[src/rtl/fpga_outq_arbiter_if.sv]
// Bundle of channel-side and output-side val/rdy signals around the output-queue arbiter.
// The master modport is the arbiter; the slave modport is the producers plus the enqueue adapter.
interface fpga_outq_arbiter_if #(
  parameter int NUM_CH = 4
) ();
  logic [NUM_CH-1:0]    in_val;
  logic [NUM_CH-1:0]    in_rdy;
  logic [NUM_CH*32-1:0] in_msg;
  logic                 out_val;
  logic                 out_rdy;
  logic [31:0]          out_msg;
  logic [NUM_CH-1:0]    grant;
  logic                 busy;

  modport master (
    input  in_val, in_msg, out_rdy,
    output in_rdy, out_val, out_msg, grant, busy
  );

  modport slave (
    output in_val, in_msg, out_rdy,
    input  in_rdy, out_val, out_msg, grant, busy
  );
endinterface

[src/rtl/fpga_outq_arbiter.sv]
// Round-robin packetizer sharing one 32-bit output among NUM_CH val/rdy channels.
// Each grant emits a header {A5, chan, seq} followed by exactly BURST pass-through data words.
module fpga_outq_arbiter #(
  parameter int NUM_CH  = 4,
  parameter int DATA_SZ = 32,
  parameter int BURST   = 4
) (
  input  logic                clk,
  input  logic                reset_n,
  fpga_outq_arbiter_if.master bus
);
  localparam int              PTR_W     = (NUM_CH > 1) ? $clog2(NUM_CH) : 1;
  localparam logic [PTR_W:0]  NCH       = (PTR_W+1)'(NUM_CH);
  localparam logic [PTR_W:0]  ONE       = (PTR_W+1)'(1);
  localparam logic [15:0]     LAST_BEAT = 16'(BURST - 1);

  typedef enum logic [1:0] {S_IDLE, S_HDR, S_DATA} state_t;

  state_t             state_q, state_d;
  logic [PTR_W-1:0]   ptr_q, ptr_d;
  logic [PTR_W-1:0]   chan_q, chan_d;
  logic [15:0]        cnt_q, cnt_d;
  logic [15:0]        seq_q, seq_d;

  logic [DATA_SZ-1:0] msg_arr [NUM_CH];
  logic               pick_found;
  logic [PTR_W-1:0]   pick_idx;
  logic [PTR_W:0]     probe;
  logic [PTR_W:0]     chan_nxt;

  logic [NUM_CH-1:0]  in_rdy_c;
  logic [NUM_CH-1:0]  grant_c;
  logic               out_val_c;
  logic [DATA_SZ-1:0] out_msg_c;

  for (genvar k = 0; k < NUM_CH; k++) begin : g_unpack
    assign msg_arr[k] = bus.in_msg[DATA_SZ*k +: DATA_SZ];
  end

  // First valid channel at or after ptr, wrapping modulo NUM_CH.
  always_comb begin
    pick_found = 1'b0;
    pick_idx   = '0;
    probe      = '0;
    for (int i = 0; i < NUM_CH; i++) begin
      probe = {1'b0, ptr_q} + (PTR_W+1)'(i);
      if (probe >= NCH) probe = probe - NCH;
      if (!pick_found && bus.in_val[probe[PTR_W-1:0]]) begin
        pick_found = 1'b1;
        pick_idx   = probe[PTR_W-1:0];
      end
    end
  end

  always_comb begin
    state_d   = state_q;
    ptr_d     = ptr_q;
    chan_d    = chan_q;
    cnt_d     = cnt_q;
    seq_d     = seq_q;
    in_rdy_c  = '0;
    grant_c   = '0;
    out_val_c = 1'b0;
    out_msg_c = '0;
    chan_nxt  = {1'b0, chan_q} + ONE;
    if (chan_nxt == NCH) chan_nxt = '0;

    case (state_q)
      S_IDLE: begin
        if (pick_found) begin
          chan_d  = pick_idx;
          cnt_d   = '0;
          state_d = S_HDR;
        end
      end
      S_HDR: begin
        grant_c[chan_q] = 1'b1;
        out_val_c       = 1'b1;
        out_msg_c       = {8'hA5, 8'(chan_q), seq_q};
        if (bus.out_rdy) state_d = S_DATA;
      end
      S_DATA: begin
        grant_c[chan_q]  = 1'b1;
        out_val_c        = bus.in_val[chan_q];
        out_msg_c        = msg_arr[chan_q];
        in_rdy_c[chan_q] = bus.out_rdy;
        if (bus.in_val[chan_q] && bus.out_rdy) begin
          cnt_d = cnt_q + 16'd1;
          if (cnt_q == LAST_BEAT) begin
            state_d = S_IDLE;
            ptr_d   = chan_nxt[PTR_W-1:0];
            seq_d   = seq_q + 16'd1;
          end
        end
      end
      default: state_d = S_IDLE;
    endcase
  end

  always_ff @(posedge clk or negedge reset_n) begin
    if (!reset_n) begin
      state_q <= S_IDLE;
      ptr_q   <= '0;
      chan_q  <= '0;
      cnt_q   <= '0;
      seq_q   <= '0;
    end else begin
      state_q <= state_d;
      ptr_q   <= ptr_d;
      chan_q  <= chan_d;
      cnt_q   <= cnt_d;
      seq_q   <= seq_d;
    end
  end

  assign bus.in_rdy  = in_rdy_c;
  assign bus.grant   = grant_c;
  assign bus.out_val = out_val_c;
  assign bus.out_msg = out_msg_c;
  assign bus.busy    = (state_q != S_IDLE);
endmodule

[src/flat_wrapper.sv]
// flat-port wrapper written by rule: the top's interface ports become plain ports
module fpga_outq_arbiter_flat 
#(
  parameter int NUM_CH  = 4,
  parameter int DATA_SZ = 32,
  parameter int BURST   = 4
)
  (clk, reset_n, bus_in_val, bus_in_msg, bus_out_rdy, bus_in_rdy, bus_out_val, bus_out_msg, bus_grant, bus_busy);
  fpga_outq_arbiter_if #(.NUM_CH(NUM_CH)) bus_i ();
  input  logic clk;
  input  logic reset_n;
  input wire logic [$bits(bus_i.in_val)-1:0] bus_in_val;
  input wire logic [$bits(bus_i.in_msg)-1:0] bus_in_msg;
  input wire logic [$bits(bus_i.out_rdy)-1:0] bus_out_rdy;
  output wire logic [$bits(bus_i.in_rdy)-1:0] bus_in_rdy;
  output wire logic [$bits(bus_i.out_val)-1:0] bus_out_val;
  output wire logic [$bits(bus_i.out_msg)-1:0] bus_out_msg;
  output wire logic [$bits(bus_i.grant)-1:0] bus_grant;
  output wire logic [$bits(bus_i.busy)-1:0] bus_busy;
  assign bus_i.in_val = bus_in_val;
  assign bus_i.in_msg = bus_in_msg;
  assign bus_i.out_rdy = bus_out_rdy;
  assign bus_in_rdy = bus_i.in_rdy;
  assign bus_out_val = bus_i.out_val;
  assign bus_out_msg = bus_i.out_msg;
  assign bus_grant = bus_i.grant;
  assign bus_busy = bus_i.busy;
  fpga_outq_arbiter #(.NUM_CH(NUM_CH), .DATA_SZ(DATA_SZ), .BURST(BURST)) u_core (.clk(clk), .reset_n(reset_n), .bus(bus_i));
endmodule
[config.mk]
export PLATFORM = sky130hd
export DESIGN_NAME = fpga_outq_arbiter_flat
export DESIGN_NICKNAME = d
export VERILOG_FILES = /design/src/rtl/fpga_outq_arbiter_if.sv /design/src/rtl/fpga_outq_arbiter.sv /design/src/flat_wrapper.sv
export SDC_FILE = /design/constraint.sdc
export NUM_CORES = 1
export LEC_CHECK = 0
export BUFFER_PORTS_ARGS = -buffer_cell sky130_fd_sc_hd__buf_2
export CORE_ASPECT_RATIO = 0.8
export CORE_MARGIN = 5
export CORE_UTILIZATION = 42
export CTS_BUF_LIST = sky130_fd_sc_hd__clkbuf_4
export DETAILED_ROUTE_END_ITERATION = 12
export GPL_TIMING_DRIVEN = 0
export PLACE_DENSITY = 0.8
export SETUP_SLACK_MARGIN = 0.05
export SYNTH_ARGS = -nofsm -noshare
export SYNTH_HDL_FRONTEND = slang
export SYNTH_SLANG_ARGS = --single-unit
[constraint.sdc]
create_clock -name clk -period 2.1 [get_ports clk]
set_input_delay 0.315 -clock clk [delete_from_list [all_inputs] [get_ports clk]]
set_output_delay 0.315 -clock clk [all_outputs]
set_load 0.1 [all_outputs]
Word-level counts from Yosys, hierarchy flattened
Index checks and enable logic that the tools add are counted.

Add/subtract/negate cells: 10. Order comparisons: 11. Eq/ne operators: 8. Muxes and demuxes: 40. Bitwise operators: 2. Reduce and logical (&&, ||, !) cells: 16.

Operators with widths (count): binary-select mux 32 bit (select 2 bit) (1); two-way mux 32 bit (2); one-hot mux 32 bit (2 select lines) (1); adder 16 x 1 -> 16 bit (second input constant) (2); two-way mux 16 bit (2); one-hot mux 16 bit (2 select lines) (1); two-way mux 2 bit (13); equality test 16 x 2 -> 1 bit (second input constant) (1); < comparator 2 x 3 -> 1 bit (second input constant) (5); >= comparator 3 bit (second input constant) (4); binary-select mux 1 bit (select 2 bit) (5); two-way mux 1 bit (10); two-way mux 4 bit (2); subtractor 2 x 1 -> 2 bit (second input constant) (4); adder 2 x 1 -> 3 bit (second input constant) (2); adder 2 x 2 -> 3 bit (second input constant) (2); inequality test 2 x 1 -> 1 bit (second input constant) (3); one-hot mux 2 bit (3 select lines) (1); AND reduction 3 bit (2); logical AND 1 bit (5); bitwise AND 4 bit (1); AND reduction 4 bit (1); nonzero test 2 bit (2); equality test 3 bit (second input constant) (1); 12 further kinds (14).

Bits in registers: 38. Input bits: 135. Output and inout port bits: 42. Word-level logic and storage cells: 92.

Depth between registers and ports, before layout
Depth after elaboration: 16. Depth in mapped cells: 9. Mapped depth without buffers: 7.

Least setup slack after synthesis
Ideal clock, no wire load.

Kind: reg2out. Start point: register u_core.state_q[0]. End point: output bus_out_msg[14]. Arrival time: 2154 ps. Data required time: 1785 ps. Setup slack: -369 ps. Cell stages (with the launch flop): 7. Buffers on the path: 2. Path through: dfrtp_1 inv_1 ha_1 clkbuf_1 and2_1 clkbuf_1 a22o_1.

Word-level cells in the longest chain between the ends: 2. Elaborated cells between the ends (all ways): 3. Classes of those cells: eq/ne (2); mux (1).

RTL lines: start, declared (RTL line fpga_outq_arbiter.sv:19) `state_t state_q, state_d;`; start signal, assigned (RTL line fpga_outq_arbiter.sv:108) `state_q <= state_d;`; equality test 2 bit or equality test 2 x 1 -> 1 bit (tied branches) (RTL line fpga_outq_arbiter.sv:68) `case (state_q)`; one-hot mux 32 bit (2 select lines) (*) (RTL line fpga_outq_arbiter.sv:68); end, declared (RTL line flat_wrapper.sv:17) `output wire logic [$bits(bus_i.out_msg)-1:0] bus_out_msg;`.

Mark *: on every way between the ends. The rest lies on a longest branch, timed or not.

Final worst setup path
Start point: register u_core.chan_q[0]. End point: output bus_out_msg[24].

Word-level cells in the longest chain between the ends: 5.

RTL lines: start, declared (RTL line fpga_outq_arbiter.sv:21) `logic [PTR_W-1:0] chan_q, chan_d;`; start signal, assigned (RTL line fpga_outq_arbiter.sv:110) `chan_q <= chan_d;`; inverter 2 -> 3 bit (implied by the code) (RTL line fpga_outq_arbiter.sv:85) `out_msg_c = msg_arr[chan_q];`; binary-select mux 32 bit (select 2 bit) (RTL line fpga_outq_arbiter.sv:85); two-way mux 32 bit (implied by the code) (2 in series) (RTL line fpga_outq_arbiter.sv:85); one-hot mux 32 bit (2 select lines) (RTL line fpga_outq_arbiter.sv:68).

No other way between the ends. The select of a mux whose other input is x is not followed.

==> flow_metrics.py <==
metrics = {
    "floorplanning": {
        "die_h_um": 89.46,
        "start_util_pct": 42.49,
        "fp.coreArea_um2": 7801,
        "die-area_um2": 9779,
        "pin_count": 177,
        "core.rowCount": 29,
        "die_w_um": 109.3,
    },
    "final_layout": {
        "fillers": 391,
        "fin_nets": 683,
        "syn_to_final_growth_pct": 76.29,
        "final_core_util_pct": 74.90,
        "drive_above_1_share_pct": 63.81,
        "register_area_um2": 952.2,
        "multi_input_area_um2": 2608,
        "finalNonFillerCells": 647,
        "fin_area_um2": 5843,
    },
    "timing": {
        "rsz0062_at_grt": "yes",
        "holdWs_ns": 0.03531,
        "setup_violations": 58,
        "fin_crit_sh_pct": 113.0,
        "fin_ws_ns": -0.2740,
        "fmax_mhz": 421.2,
        "period_needed_ns": 2.374,
        "maxSlewViolCount": 0,
        "skew_ns": 0.03345,
        "worstMarginPinSlew_ns": 0.8950,
        "final_hold_viol_count": 0,
        "slew_headroom_pct": 40.33,
    },
    "power_and_ir_drop": {
        "seqPwrFrac_pct": 10.8,
        "power_density_nw_per_um2": 1352,
        "clockPowerShare_pct": 4.9,
        "p_int_mw": 3.733,
        "p_leak_nw": 2.742,
        "switching_share_pct": 52.76,
        "ir_drop_uv": 1449,
        "comb_power_share_pct": 84.3,
        "power_switching_mw": 4.168,
        "p_total_mw": 7.901,
    },
    "critical_path": {
        "crit_end": "bus_out_msg[24]",
        "reg2regPathDepth": 10,
        "cp_common_cell": "buf_12",
        "endpoint_kind": "output pin",
        "cp.depth": 5,
        "path_cells": "buf_12 > buf_12 > mux4_2 > a21o_4 > buf_12",
        "timing.rr.start": "u_core.chan_q[0]$_DFFE_PN0P_",
        "start_kind": "flip-flop",
        "reg2reg_slack_ns": -0.19,
        "cpLargestDelayFamily": "multiplexers",
        "r2r-end": "u_core.seq_q[7]$_DFFE_PN0P_",
        "cp_slowest_stage_delay_ns": 0.53,
        "required_ns": 1.78,
        "crit_start": "u_core.chan_q[0]$_DFFE_PN0P_",
        "crit_arrival_ns": 2.06,
        "crit_type": "flip-flop to output pin",
        "cpMaxStageDelayCell": "mux4_2",
        "path_max_fanout": 10,
        "path_buf_inv": 3,
    },
    "clock_network": {
        "clkTransAtPathRegs_ns": 0.15,
        "cts_tree": "yes",
        "worstSkewPairLatency_ns": 0.39,
        "cts_root_buf": "clkbuf_4",
        "cts_sinks": 38,
        "cts_buffers": 5,
        "cts_buffer_depth": 2,
        "htree_num_levels": 2,
        "postCtsHoldBufs": 0,
    },
    "synth": {
        "seq_area_frac_synth_pct": 28.69,
        "synth_edf_count": 0,
        "synth_ff_type": "dfrtp_1",
        "synthCells": 320,
        "netlist_area_um2": 3314,
        "syn_avg_cell_area_um2": 10.36,
        "syn_nets": 466,
        "synth_warnings": 0,
        "async_reset_ff_share_pct": 100.0,
        "ys_types": 46,
        "ys_ff_latch": 38,
    },
    "global_route": {
        "gr-total-overflow": 0,
        "grt_usage_pct": 26.93,
        "grt_max_degree": 39,
        "grt_pass1_wl_um": 20350,
        "antenna_found_initial": 0,
        "grt_pass1_vias": 3924,
    },
    "routing": {
        "drtIter0Drc": 711,
        "drc": 0,
        "drt_first_pass_iters": 6,
        "ant_nets": 0,
        "wl_per_cell_um": 26.57,
        "vias": 4343,
        "viasPerCell": 6.713,
        "drt_wl_total_um": 17190,
    },
    "status": {
        "violations": "negative setup slack",
        "status": "finished with violations",
    },
    "placed_design": {
        "dp.cells": 604,
        "hpwl_um": 9052,
        "globalplace.congestion": 0.9449,
        "io_buffer_count": 176,
        "placed_cell_area_um2": 4563,
    },
    "hold_path": {
        "hold_class": "input pin to async pin",
    },
    "flow_run": {
        "max_cap_viol_count": 0,
    },
}
layout by cell type (no fill, tap or decap), types with 5 or more instances in the layout:
cell type and instances:
a21o_4 5, a22o_4 16, and2_4 13, and3_1 6, buf_12 38, buf_2 136, buf_4 26, buf_6 17
buf_8 6, clkbuf_4 7, dfrtp_1 37, ha_1 7, mux2i_1 6, mux4_2 31, nand2_1 22, nand3_1 14
nand4_1 19, nor2_1 8, o21ai_0 5, o21ai_1 5, xnor2_1 13, xor2_1 6
metrics by stage:
stage               setup WS, ns  setup TNS [ns]
floorplan                -0.1457         -0.2012
global placement         -0.4526          -14.62
detailed placement       -0.4978          -16.57
CTS                      -0.2245          -5.352
global route             -0.3056          -11.28
finish                   -0.2740          -9.258
cells in the mapped netlist (all sizes together) (3+ instances only):
| master | n | area [um2] |
|---|---|---|
| nor2 | 9 | 41.29 |
| nand2 | 24 | 90.09 |
| o21ai | 16 | 91.34 |
| nand3 | 14 | 70.07 |
| mux2i | 7 | 70.07 |
| mux2 | 5 | 56.30 |
| xnor2 | 13 | 113.9 |
| and2 | 19 | 118.9 |
| dfrtp | 38 | 950.9 |
| a21o | 9 | 67.56 |
| xor2 | 6 | 52.55 |
| a31oi | 4 | 25.02 |
| clkbuf | 14 | 53.80 |
| nand4 | 19 | 118.9 |
| nor4 | 3 | 25.02 |
| a22o | 18 | 157.7 |
| inv | 8 | 30.03 |
| nor3 | 7 | 50.05 |
| ha | 11 | 137.6 |
| buf | 11 | 67.56 |
| o21a | 3 | 22.52 |
| mux4 | 31 | 698.2 |
| a21oi | 7 | 35.03 |
| and3 | 10 | 62.56 |
how the worst min path moves through the flow:
stage	startpoint	endpoint	slack, ns	cells after the start
6_report	reset_n	u_core.seq_q[0]$_DFFE_PN0P_	0.04	1
3_3_place_gp	reset_n	u_core.ptr_q[0]$_DFFE_PN0P_	0.47	1
4_1_cts	reset_n	u_core.seq_q[13]$_DFFE_PN0P_	0.10	1
5_1_grt	reset_n	u_core.seq_q[0]$_DFFE_PN0P_	0.10	1
3_5_place_dp	reset_n	u_core.ptr_q[0]$_DFFE_PN0P_	0.48	1
2_1_floorplan	reset_n	u_core.chan_q[0]$_DFFE_PN0P_	0.02	0
power groups by stage:
| stage | clock network, mW | registers, mW | logic (mW) |
|---|---|---|---|
| 2_1_floorplan | 0 | 0.845 | 3.85 |
| 5_1_grt | 0.403 | 0.851 | 6.84 |
| 4_1_cts | 0.359 | 0.832 | 6.05 |
| 3_3_place_gp | 0 | 0.854 | 4.52 |
| 3_5_place_dp | 0 | 0.860 | 4.60 |
| 6_report | 0.391 | 0.850 | 6.66 |
final cells by class:
class,count,share of cell area [%]
Inverter,8,0.5782
Antenna cell,3,0.1285
Timing Repair Buffer,211,30.13
Clock inverter,1,0.06424
Buffer,24,5.225
Sequential cell,38,16.30
Clock buffer,5,0.6424
Tap cell,108,2.313
Multi-Input combinational cell,249,44.63
registers in the layout, indices dropped and copies added (netlist names):
name            flops
u_core.ptr_q        2
u_core.state_q      2
u_core.chan_q       2
u_core.seq_q       16
u_core.cnt_q       16
metal layers:
metal  wire [um]  track usage, %
met1        5559           31.22
met2        8394           46.32
met3        2022           6.643
met4        1215           14.38
met5           0               0
cell families (layout without fill, tap and decap cells):
logic type               count (synthesis)  in the layout  share of synthesized area (%)
AO/OA/AOI/OAI                           63             63                          13.51
flip-flops                              38             38                          28.69
XOR/XNOR                                19             19                          5.021
buffers and inverters                   33            249                          4.568
multiplexers                            43             43                          24.88
adder cells (fa/ha/maj)                 11             11                          4.152
AND/OR/NAND/NOR                        113            113                          19.18
other                                    0              3                              0
timing repair:
item                                    4_1_cts  5_1_grt
endpoints found under the hold margin         0        0
resized for setup                           204       43
buffers inserted                             18       15
endpoints found under the setup margin       54       58
pin swaps                                     4       17
gates cloned                                  1        2
No activity file was read; power rests on OpenSTA's default activity.
